`config.mk`:
```
export PLATFORM = sky130hd
export DESIGN_NAME = risc_ctrl_seq_flat
export DESIGN_NICKNAME = d
export VERILOG_FILES = /design/src/rtl/risc_ctrl_seq_if.sv /design/src/rtl/risc_ctrl_seq.sv /design/src/flat_wrapper.sv
export SDC_FILE = /design/constraint.sdc
export NUM_CORES = 1
export LEC_CHECK = 0
export CAP_MARGIN = 5
export CORE_UTILIZATION = 39
export DETAILED_ROUTE_END_ITERATION = 10
export GPL_TIMING_DRIVEN = 0
export PLACE_DENSITY = 0.73
export SYNTH_ARGS = -nofsm -noshare
export SYNTH_HDL_FRONTEND = slang
export SYNTH_SLANG_ARGS = --single-unit
```
`constraint.sdc`:
```
create_clock -name i_Clk -period 1.8 [get_ports i_Clk]
set_input_delay 0.36 -clock i_Clk [delete_from_list [all_inputs] [get_ports i_Clk]]
set_output_delay 0.36 -clock i_Clk [all_outputs]
set_load 0.005 [all_outputs]
```
`src/rtl/risc_ctrl_seq_if.sv`:
```
// Control/status bundle between the RISC sequencer and the datapath/program memory.
// The sequencer sits on the slave side; the datapath/bench drives Run/Instr.
interface risc_ctrl_seq_if #(
  parameter int IW    = 8,
  parameter int NREG  = 4,
  parameter int CNT_W = 8
);
  logic             Run;
  logic [IW-1:0]    Instr;
  logic             MemRd;
  logic             PcInc;
  logic             Cen;
  logic [NREG-1:0]  RegEn;
  logic [1:0]       SrcSel;
  logic [2:0]       AluOp;
  logic [1:0]       RsSel;
  logic             Halted;
  logic [CNT_W-1:0] RetCnt;

  modport slave (
    input  Run, Instr,
    output MemRd, PcInc, Cen, RegEn, SrcSel, AluOp, RsSel, Halted, RetCnt
  );

  modport master (
    output Run, Instr,
    input  MemRd, PcInc, Cen, RegEn, SrcSel, AluOp, RsSel, Halted, RetCnt
  );
endinterface

```
`src/rtl/risc_ctrl_seq.sv`:
```
// Multi-cycle instruction sequencer for the 8-bit RISC CPU: drives register-bank
// write enables, source select, ALU opcode, PC/memory strobes and a retire counter.
module risc_ctrl_seq #(
  parameter int IW    = 8,
  parameter int NREG  = 4,
  parameter int CNT_W = 8
) (
  input  logic           i_Clk,
  input  logic           i_Rst,   // active low, asynchronous
  risc_ctrl_seq_if.slave bus
);

  typedef enum logic [2:0] {
    S_IDLE, S_FETCH, S_DECODE, S_EXEC, S_IMM, S_WB, S_HALT
  } state_t;

  localparam logic [2:0] OP_NOP = 3'b000;
  localparam logic [2:0] OP_LDI = 3'b101;
  localparam logic [2:0] OP_MOV = 3'b110;
  localparam logic [2:0] OP_HLT = 3'b111;

  localparam logic [1:0] SRC_ALU = 2'b00;
  localparam logic [1:0] SRC_IMM = 2'b01;
  localparam logic [1:0] SRC_REG = 2'b10;

  state_t           r_state, w_next;
  logic [IW-1:0]    r_ir;
  logic [CNT_W-1:0] r_cnt;
  logic             w_retire;

  logic [2:0]       w_op;
  logic [1:0]       w_rd, w_rs;
  logic [NREG-1:0]  w_onehot;

  logic             w_memrd, w_pcinc, w_cen;
  logic [NREG-1:0]  w_regen;
  logic [1:0]       w_srcsel, w_rssel;
  logic [2:0]       w_aluop;

  assign w_op     = r_ir[7:5];
  assign w_rd     = r_ir[4:3];
  assign w_rs     = r_ir[2:1];
  assign w_onehot = {{(NREG-1){1'b0}}, 1'b1} << w_rd;

  always_ff @(posedge i_Clk or negedge i_Rst) begin
    if (!i_Rst) begin
      r_state <= S_IDLE;
      r_ir    <= '0;
      r_cnt   <= '0;
    end else begin
      r_state <= w_next;
      if (r_state == S_FETCH) r_ir  <= bus.Instr;
      if (w_retire)           r_cnt <= r_cnt + 1'b1;
    end
  end

  always_comb begin
    w_next   = r_state;
    w_retire = 1'b0;
    case (r_state)
      S_IDLE:   if (bus.Run) w_next = S_FETCH;
      S_FETCH:  w_next = S_DECODE;
      S_DECODE: begin
        case (w_op)
          OP_NOP: begin w_next = S_FETCH; w_retire = 1'b1; end
          OP_HLT: begin w_next = S_HALT;  w_retire = 1'b1; end
          OP_LDI: w_next = S_IMM;
          default: w_next = S_EXEC;
        endcase
      end
      S_EXEC:   w_next = S_WB;
      S_IMM:    w_next = S_WB;
      S_WB: begin
        w_retire = 1'b1;
        w_next   = bus.Run ? S_FETCH : S_IDLE;
      end
      S_HALT:   w_next = S_HALT;
      default:  w_next = S_IDLE;
    endcase
  end

  // Moore outputs: only r_state and r_ir feed these, so they settle well before the negedge capture.
  always_comb begin
    w_memrd  = 1'b0;
    w_pcinc  = 1'b0;
    w_cen    = 1'b0;
    w_regen  = '0;
    w_srcsel = SRC_ALU;
    w_aluop  = 3'b000;
    w_rssel  = 2'b00;
    case (r_state)
      S_FETCH: begin
        w_memrd = 1'b1;
        w_pcinc = 1'b1;
      end
      S_EXEC: begin
        w_aluop  = w_op;
        w_rssel  = w_rs;
        w_srcsel = (w_op == OP_MOV) ? SRC_REG : SRC_ALU;
      end
      S_IMM: begin
        w_memrd  = 1'b1;
        w_pcinc  = 1'b1;
        w_srcsel = SRC_IMM;
      end
      S_WB: begin
        // WB repeats whatever EXEC/IMM presented so the register sees a stable source.
        w_cen   = 1'b1;
        w_regen = w_onehot;
        w_rssel = w_rs;
        if (w_op == OP_LDI) begin
          w_srcsel = SRC_IMM;
        end else begin
          w_aluop  = w_op;
          w_srcsel = (w_op == OP_MOV) ? SRC_REG : SRC_ALU;
        end
      end
      default: ;
    endcase
  end

  assign bus.MemRd  = w_memrd;
  assign bus.PcInc  = w_pcinc;
  assign bus.Cen    = w_cen;
  assign bus.RegEn  = w_regen;
  assign bus.SrcSel = w_srcsel;
  assign bus.AluOp  = w_aluop;
  assign bus.RsSel  = w_rssel;
  assign bus.Halted = (r_state == S_HALT);
  assign bus.RetCnt = r_cnt;

endmodule

```
`src/flat_wrapper.sv`:
```
// flat-port wrapper written by rule: the top's interface ports become plain ports
module risc_ctrl_seq_flat 
#(
  parameter int IW    = 8,
  parameter int NREG  = 4,
  parameter int CNT_W = 8
)
  (i_Clk, i_Rst, bus_Run, bus_Instr, bus_MemRd, bus_PcInc, bus_Cen, bus_RegEn, bus_SrcSel, bus_AluOp, bus_RsSel, bus_Halted, bus_RetCnt);
  risc_ctrl_seq_if #(.IW(IW), .NREG(NREG), .CNT_W(CNT_W)) bus_i ();
  input  logic i_Clk;
  input  logic i_Rst;
  input wire logic [$bits(bus_i.Run)-1:0] bus_Run;
  input wire logic [$bits(bus_i.Instr)-1:0] bus_Instr;
  output wire logic [$bits(bus_i.MemRd)-1:0] bus_MemRd;
  output wire logic [$bits(bus_i.PcInc)-1:0] bus_PcInc;
  output wire logic [$bits(bus_i.Cen)-1:0] bus_Cen;
  output wire logic [$bits(bus_i.RegEn)-1:0] bus_RegEn;
  output wire logic [$bits(bus_i.SrcSel)-1:0] bus_SrcSel;
  output wire logic [$bits(bus_i.AluOp)-1:0] bus_AluOp;
  output wire logic [$bits(bus_i.RsSel)-1:0] bus_RsSel;
  output wire logic [$bits(bus_i.Halted)-1:0] bus_Halted;
  output wire logic [$bits(bus_i.RetCnt)-1:0] bus_RetCnt;
  assign bus_i.Run = bus_Run;
  assign bus_i.Instr = bus_Instr;
  assign bus_MemRd = bus_i.MemRd;
  assign bus_PcInc = bus_i.PcInc;
  assign bus_Cen = bus_i.Cen;
  assign bus_RegEn = bus_i.RegEn;
  assign bus_SrcSel = bus_i.SrcSel;
  assign bus_AluOp = bus_i.AluOp;
  assign bus_RsSel = bus_i.RsSel;
  assign bus_Halted = bus_i.Halted;
  assign bus_RetCnt = bus_i.RetCnt;
  risc_ctrl_seq #(.IW(IW), .NREG(NREG), .CNT_W(CNT_W)) u_core (.i_Clk(i_Clk), .i_Rst(i_Rst), .bus(bus_i));
endmodule
```
==> impl_metrics.toml, run 1 <==
[run_status]
run_status = "finished with violations"
violations = "negative setup slack"

[route]
first_pass_iters = 4
drt-initial-drc-count = 29
route.vias.total = 984
wl_per_cell_um = 14.48
drc = 0
ant_nets = 0
viasPerCell = 5.234
wirelength_um = 2723

[die]
rows = 17
start_util_pct = 42.77
fp.dieH_um = 51.96
io_pins = 34
die_w_um = 51.96
core_um2 = 2276
die_area_um2 = 2700

[finish]
utilization_pct = 70.20
final_area_um2 = 1598
drive_gt1_share_pct = 42.50
area_growth_pct = 64.14
diodes = 0
final_nets = 173

[power]
switchingPower_mw = 1.011
pwr-share-seq_pct = 29.2
swShare_pct = 39.79
power.density_nw_per_um2 = 1590
combPwrFrac_pct = 60.1
power_mw = 2.540
p_leak_nw = 0.7605
vdd_drop_max_v = 0.0009164
p_int_mw = 1.529
pwr-share-clk_pct = 10.7

[yosys]
synth_commonest_cells = "18 x dfrtp_1, 15 x nand2_1, 11 x o21ai_0"
synth_cells = 106
synth_seq_cells = 18
async_flop_share_pct = 100.0
synth_nets = 118
netlist.top_cell.by_area = "dfrtp_1"
synth.area.top_cells = "dfrtp_1 46%, nand2_1 5.8%, o21ai_0 5.7%"
avgSynthCellArea_um2 = 9.183
ys_seq_area_share_pct = 46.27
yosys_warnings = 0
synthFlopType = "dfrtp_1"
synth.top_cell.area_share_pct = 46.27
synth.distinct_cells = 32
synthMostInstantiatedCell = "dfrtp_1"
synth_edf_count = 0
netlist_area_um2 = 973.4

[sta]
slew_viol_final = 0
clock.fmax_ghz = 0.5340
setup_viol = 10
worst_hold_slack_ps = 489.8
rsz0062_at_grt = "true"
tightest_slew_ps = 797.4
fin_ws_ps = -72.54
min_period_over_period_pct = 104.0
hold_violations = 0
skew_ps = 10.45
period_minus_slack_ps = 1873
slew_headroom_pct = 46.67

[placed_design]
dpl-instance-area_um2 = 1329
dp_slack_ps = -353.8
portBuffers = 32
hpwlAfterDp_um = 1559
gp_congestion = 0.8100

[global_routing]
track_usage_pct = 20.91
grt_overflow = 0
grt_max_degree = 19
grt_first_pass_wirelength_um = 4174
first_global_vias = 949
antenna_found_initial = 0

[cts]
clockRootBuffer = "clkbuf_4"
worstSkewPairLatency_ps = 310
path_clk_slew_ps = 120
cts_tree = "built"
htree_levels = 1
clock_sinks = 18
clock_path_buffers = 2
cts_buffers = 3

[critical_path]
critPathRequiredTime_ps = 1440
crit_slowest_cell = "dfrtp_1"
cp_max_fo = 3
path_class = "flop to primary output"
max_stage_delay_ps = 410
crit_top_cell = "buf_6"
start_kind = "flop"
critPathBufInv = 3
reg2reg_depth = 5
worstSetupEndpointType = "primary output"
crit_chain = "buf_6 -> nor2b_4 -> nand2_4 -> buf_6 -> nor3b_2 -> buf_2"
cp_top_family = "flip-flops"
worst-path-stages = 6
arrival_ps = 1510

[hold_path]
hold_class = "input pin to async pin"

[run]
maxCapViolations = 0
repair_timing:
| action | CTS | global route |
|---|---|---|
| hold buffers | 0 | 0 |
| setup buffers | 13 | 5 |
| gates resized for setup | 60 | 31 |
| endpoints found under the setup margin | 15 | 19 |
| pin swaps | 6 | 7 |
metal layers:
metal  vias up  share of wire (%)  global-route usage, %
met4         0                2.3                  9.459
met2        32                 53                  36.97
li1        465                  -                      -
met1       479                 40                  24.50
met3         8                4.0                  3.216
met5         -                  0                      0
cell type report:
| type | count | area [um^2] |
|---|---|---|
| fill | 161 | 678.2 |
| multi-input combinational | 74 | 554.3 |
| sequential | 18 | 452.9 |
| timing repair buffer | 50 | 421.7 |
| buffer | 6 | 62.56 |
| clock buffer | 4 | 36.28 |
| inverter | 8 | 35.03 |
| tap | 28 | 35.03 |
worst paths after layout:
| check | startpoint | endpoint | slack (ps) |
|---|---|---|---|
| min | i_Rst | u_core.bus.RetCnt[2] | 490 |
| min in group i_Clk | u_core.bus.RetCnt[7] | u_core.bus.RetCnt[7] | 500 |
| max | u_core.r_state[1] | bus_RegEn[2] | -70 |
| max in group asynchronous | i_Rst | u_core.r_ir[7] | 770 |
| max reg2reg | u_core.r_ir[7] | u_core.bus.RetCnt[6] | 20 |
| min reg2reg | u_core.bus.RetCnt[7] | u_core.bus.RetCnt[7] | 500 |
stage by stage:
| step | setup TNS [ps] | instances |
|---|---|---|
| after floorplan | 0 | 106 |
| after global placement | -2384 | 166 |
| after detailed placement | -2651 | 166 |
| after CTS | -491.2 | 183 |
| after global routing | -999.9 | 188 |
| final | -453.2 | 188 |
cell families after synthesis:
kind of cell	count (synthesis)	synth area share (%)
AO/OA/AOI/OAI	25	15.42
buffers and inverters	14	6.940
adder cells (fa/ha/maj)	1	1.285
multiplexers	4	4.627
XOR/XNOR	9	8.097
AND/OR/NAND/NOR	35	17.35
flip-flops	18	46.27
state kept, by name, indices dropped and copies added, names as in the netlist:
name	count
u_core.r_ir	7
u_core.bus.RetCnt	8
u_core.r_state	3
power by group through the flow:
stage                     Sequential (mW)  Combinational [mW]  Clock, mW
final                               0.741                1.53      0.272
after global routing                0.757                1.66      0.284
after CTS                           0.723                1.35      0.259
after detailed placement            0.729                1.06          0
after global placement              0.717                1.04          0
after floorplan                     0.699               0.636          0
cells in the final DEF, fill, tap and decap left out, drive strengths merged, types with 2 or more instances in the layout:
cell type / n
buf: 29
nand2b: 2
xor2: 5
and3: 2
clkdlybuf4s50: 17
xnor2: 4
o21ai: 11
clkbuf: 12
inv: 8
nand2: 15
nor2: 6
nor3b: 2
clkdlybuf4s15: 2
dfrtp: 18
mux2: 4
o211ai: 2
a21oi: 6
(Power assumes the default switching activity.)
==> inputs of run 2 (changes only) <==
--- a/config.mk
+++ b/config.mk
@@ -9,7 +9,7 @@
 export CORE_UTILIZATION = 39
 export DETAILED_ROUTE_END_ITERATION = 10
 export GPL_TIMING_DRIVEN = 0
-export PLACE_DENSITY = 0.73
+export PLACE_DENSITY_LB_ADDON = 0.08
 export SYNTH_ARGS = -nofsm -noshare
 export SYNTH_HDL_FRONTEND = slang
 export SYNTH_SLANG_ARGS = --single-unit
==> run 2 against run 1 <==
Net effect:
- the run still ends with negative setup slack left
- via count decreased by 4.3%
- clock skew down 1.7 ps
- sequential share of layout area is 0.35 points higher
- final cell count unchanged
- largest power group unchanged
==> impl_metrics.toml, run 2 (synthesized netlist as in run 1, its figures left out) <==
[die]
core_um2 = 2276
die_w_um = 51.96
fp.dieH_um = 51.96
start_util_pct = 42.77
io_pins = 34
die_area_um2 = 2700
rows = 17

[run_status]
run_status = "finished with violations"
violations = "negative setup slack"

[sta]
min_period_over_period_pct = 101.3
period_minus_slack_ps = 1824
worst_hold_slack_ps = 488.7
rsz0062_at_grt = "true"
tightest_slew_ps = 817.9
skew_ps = 8.768
slew_viol_final = 0
slew_headroom_pct = 45.31
hold_violations = 0
clock.fmax_ghz = 0.5483
tns_ps = -23.74
fin_ws_ps = -23.74
setup_viol = 1

[critical_path]
start_kind = "flop"
worstSetupEndpointType = "primary output"
cp_top_family = "flip-flops"
crit_chain = "buf_6 -> nor2b_4 -> nand2_4 -> buf_6 -> nor3b_2 -> buf_2"
arrival_ps = 1460
max_stage_delay_ps = 390
crit_slowest_cell = "dfrtp_1"
cp_max_fo = 5
critPathRequiredTime_ps = 1440
critPathBufInv = 3
path_class = "flop to primary output"
crit_top_cell = "buf_6"

[finish]
area_growth_pct = 61.70
layout_common_cells = "17 x clkdlybuf4s50_1, 17 x buf_4, 17 x dfrtp_1"
seq_area_um2 = 451.7
largest_reg_flops = 8
num-fill-cells = 196
multi_input_area_um2 = 553.0
final_nets = 173
final_area_um2 = 1574
diodes = 0
drive_gt1_share_pct = 40.00

[cts]
path_clk_slew_ps = 120
cts_tree = "built"
holdBufCountCts = 0
clockRootBuffer = "clkbuf_4"
cts_buffers = 3
worstSkewPairLatency_ps = 300
clock_sinks = 18
htree_levels = 1
clock_path_buffers = 2

[route]
wl_per_cell_um = 12.52
viasPerCell = 5.011
first_pass_iters = 4
drt-initial-drc-count = 10
ant_nets = 0
drc = 0
route.vias.total = 942
wirelength_um = 2353

[power]
power.density_nw_per_um2 = 1590
vdd_drop_max_v = 0.0008880
p_leak_nw = 0.7720
power_mw = 2.503

[placed_design]
gp_congestion = 0.7575
portBuffers = 32
dpl-instance-area_um2 = 1329
dp_slack_ps = -376.8
hpwlAfterDp_um = 1474

[global_routing]
grt_max_degree = 19
first_global_vias = 864
grt_first_pass_wirelength_um = 3953
antenna_found_initial = 0
grt_overflow = 0
track_usage_pct = 20.33

[hold_path]
hold_class = "flop to flop"

[run]
maxCapViolations = 0
## run 2: path summary, 6_finish.rpt
path | depth (start not counted) | end | start | slack [ps]
min in group asynchronous | 1 | u_core.r_state[2] | i_Rst | 510
worst max-delay path | 6 | bus_RegEn[2] | u_core.r_state[1] | -20
worst max register to register | 5 | u_core.bus.RetCnt[1] | u_core.r_ir[5] | 10
max in group asynchronous | 1 | u_core.r_state[0] | i_Rst | 720
worst min-delay path | 1 | u_core.bus.RetCnt[7] | u_core.bus.RetCnt[7] | 490
worst min register to register | 1 | u_core.bus.RetCnt[7] | u_core.bus.RetCnt[7] | 490
## run 2: per-layer routing
metal	vias up	wire length, um	global-route usage (%)	part of all wire [%]
met4	0	23	8.108	0.98
met3	4	71	3.509	3.0
li1	467	-	-	-
met1	447	1144	26.29	49
met2	24	1113	33.33	47
met5	-	0	0	0
## run 2: worst register-to-register path: stages, from the launching register on
cell and delay (ps):
dfrtp_1 390, buf_6 130, or3_4 380, a211o_1 350, nand2_2 120, mux2_4 300
## run 2: area by class of cell
cell class	instances	area share [%]
multi-input combinational	74	35.14
sequential	18	28.70
timing repair buffer	51	26.07
buffer	5	3.498
clock buffer	4	2.305
tap	28	2.226
inverter	8	2.067
## run 2: report_power, final
part	switching, mW	internal (mW)	total (mW)	leakage [nW]
Sequential	0.149	0.571	0.720	0.225
Combinational	0.678	0.847	1.52	0.526
Clock	0.136	0.123	0.259	0.0210
## run 2: timing repair
action,in CTS,in global routing
pin swaps,8,6
setup buffers,15,4
endpoints found under the setup margin,15,18
resized for setup,73,18
endpoints found under the hold margin,0,0
## run 2: through the flow
stage / instances / util, %
2_1_floorplan: 106 / -
3_3_place_gp: 166 / 58.38
3_5_place_dp: 166 / 58.38
4_1_cts: 185 / 66.74
5_1_grt: 188 / 69.16
6_report: 188 / 69.16
==> inputs of run 3 (changes only) <==
--- a/config.mk
+++ b/config.mk
@@ -6,7 +6,8 @@
 export NUM_CORES = 1
 export LEC_CHECK = 0
 export CAP_MARGIN = 5
-export CORE_UTILIZATION = 39
+export CORE_UTILIZATION = 41
+export CTS_BUF_LIST = sky130_fd_sc_hd__clkbuf_8
 export DETAILED_ROUTE_END_ITERATION = 10
 export GPL_TIMING_DRIVEN = 0
 export PLACE_DENSITY_LB_ADDON = 0.08
==> run 3 against run 2 <==
Net effect:
- first-iteration DRC count up 20%
- critical path depth did not move
- sequential share of layout area is 1.1 points higher
- power fell by 2.4%
- global-route usage down 0.052 points
- largest power group unchanged
- design area down 3.6%
- sequential power is 0.7% higher
- the run now ends clean
- worst hold slack got worse by 0.51 ps
- non-clock buffer count decreased by 5
- maximum frequency increased by 1.9%
- final cell count fell by 2.7%
==> impl_metrics.toml, run 3 (synthesized netlist as in run 1, its figures left out) <==
[placed_design]
dpl-instance-area_um2 = 1329
placed_cells = 166
hpwlAfterDp_um = 1523
gp_congestion = 0.8199
portBuffers = 32
dp_slack_ps = -350.8

[hold_path]
hold_class = "flop to flop"

[finish]
layout_common_cells = "17 x clkdlybuf4s50_1, 16 x dfrtp_1, 14 x buf_4"
final_area_um2 = 1518
utilization_pct = 67.96
mostFrequentLayoutCell = "clkdlybuf4s50_1"
area_growth_pct = 55.91
num-fill-cells = 205
final_nets = 168
final_cells = 183
seq_area_um2 = 452.9
multi_input_area_um2 = 518.0
drive_gt1_share_pct = 32.90
largest_reg_flops = 8
diodes = 0

[route]
wl_per_cell_um = 13.10
drt-initial-drc-count = 12
route.vias.total = 942
viasPerCell = 5.148
first_pass_iters = 4
drc = 0
wirelength_um = 2397
ant_nets = 0

[sta]
min_period_over_period_pct = 99.39
rsz0062_at_grt = "true"
clock.fmax_ghz = 0.5590
slew_headroom_pct = 43.96
setup_viol = 0
skew_ps = 2.406
tightest_slew_ps = 837.9
slew_viol_final = 0
fin_ws_ps = 10.97
hold_violations = 0
period_minus_slack_ps = 1789

[cts]
htree_levels = 1
clockRootBuffer = "clkbuf_8"
cts_tree = "built"
cts_buffers = 3
worstSkewPairLatency_ps = 250
clock_sinks = 18
path_clk_slew_ps = 70
clock_path_buffers = 2

[global_routing]
track_usage_pct = 20.28
antenna_found_initial = 0
grt_first_pass_wirelength_um = 3857
grt_overflow = 0
first_global_vias = 851
grt_max_degree = 19

[power]
swShare_pct = 37.60
switchingPower_uw = 918.9
p_leak_nw = 0.7375
pwr-share-clk_pct = 14.0
vdd_drop_max_v = 0.001062
combPwrFrac_pct = 56.4
pwr-share-seq_pct = 29.7
p_int_mw = 1.525
power.density_nw_per_um2 = 1610

[critical_path]
cp_max_fo = 7
critPathRequiredTime_ps = 1440
start_kind = "flop"
path_class = "flop to primary output"
worstSetupEndpointType = "primary output"
arrival_ps = 1430

[die]
rows = 17
die_w_um = 50.73
io_pins = 34
start_util_pct = 43.59
die_area_um2 = 2573
fp.dieH_um = 50.73
core_um2 = 2233

[run]
maxCapViolations = 0

[run_status]
run_status = "complete, no violations"
## run 3: power by group through the flow
stage | Sequential [mW] | Clock (mW) | Combinational, mW
3_5_place_dp | 0.728 | 0 | 1.07
6_report | 0.725 | 0.341 | 1.38
3_3_place_gp | 0.716 | 0 | 1.04
4_1_cts | 0.720 | 0.348 | 1.30
2_1_floorplan | 0.699 | 0 | 0.636
5_1_grt | 0.750 | 0.358 | 1.50
## run 3: layer usage
layer / vias up / track usage (%) / routed length, um / share of wire (%)
met2: 22 / 34.00 / 1256 / 52
met4: 0 / 6.944 / 9 / 0.38
met3: 2 / 2.727 / 78 / 3.3
met1: 462 / 26.67 / 1052 / 44
met5: - / 0 / 0 / 0
li1: 456 / - / - / -
## run 3: path summary, 6_finish.rpt
| check | startpoint | to | slack, ps | cells past startpoint |
|---|---|---|---|---|
| worst max-delay path | u_core.r_state[1] | bus_AluOp[0] | 10 | 6 |
| min in group asynchronous | i_Rst | u_core.bus.RetCnt[0] | 580 | 1 |
| worst min register to register | u_core.bus.RetCnt[6] | u_core.bus.RetCnt[6] | 490 | 1 |
| worst max register to register | u_core.r_ir[7] | u_core.bus.RetCnt[1] | 90 | 4 |
| worst min-delay path | u_core.bus.RetCnt[6] | u_core.bus.RetCnt[6] | 490 | 1 |
| max in group asynchronous | i_Rst | u_core.r_ir[7] | 650 | 1 |
## run 3: stage by stage
step	total power, mW	hold WS (ps)	TNS [ps]
floorplan	1.336	64.41	0
global placement	1.754	467.8	-2439
detailed placement	1.798	473.7	-3043
CTS	2.371	487.7	-209.4
global route	2.612	511.6	-63.84
finish	2.444	488.2	0
## run 3: cell type report
type	count	area share [%]
multi-input combinational	74	34.13
sequential	18	29.84
timing repair buffer	45	24.15
buffer	6	3.957
clock buffer	4	3.627
tap	28	2.308
inverter	8	1.979
## run 3: critical path, cell delays in order, from the launching register on
cell,delay [ps]
dfrtp_1,380
buf_6,140
nor2b_4,170
buf_6,130
o21ai_1,60
a21oi_1,160
buf_2,130
## run 3: timing repair
action | 4_1_cts | 5_1_grt
setup endpoints to repair | 15 | 13
setup buffers | 10 | 3
pin swaps | 5 | 5
resized for setup | 46 | 20
hold buffers | 0 | 0
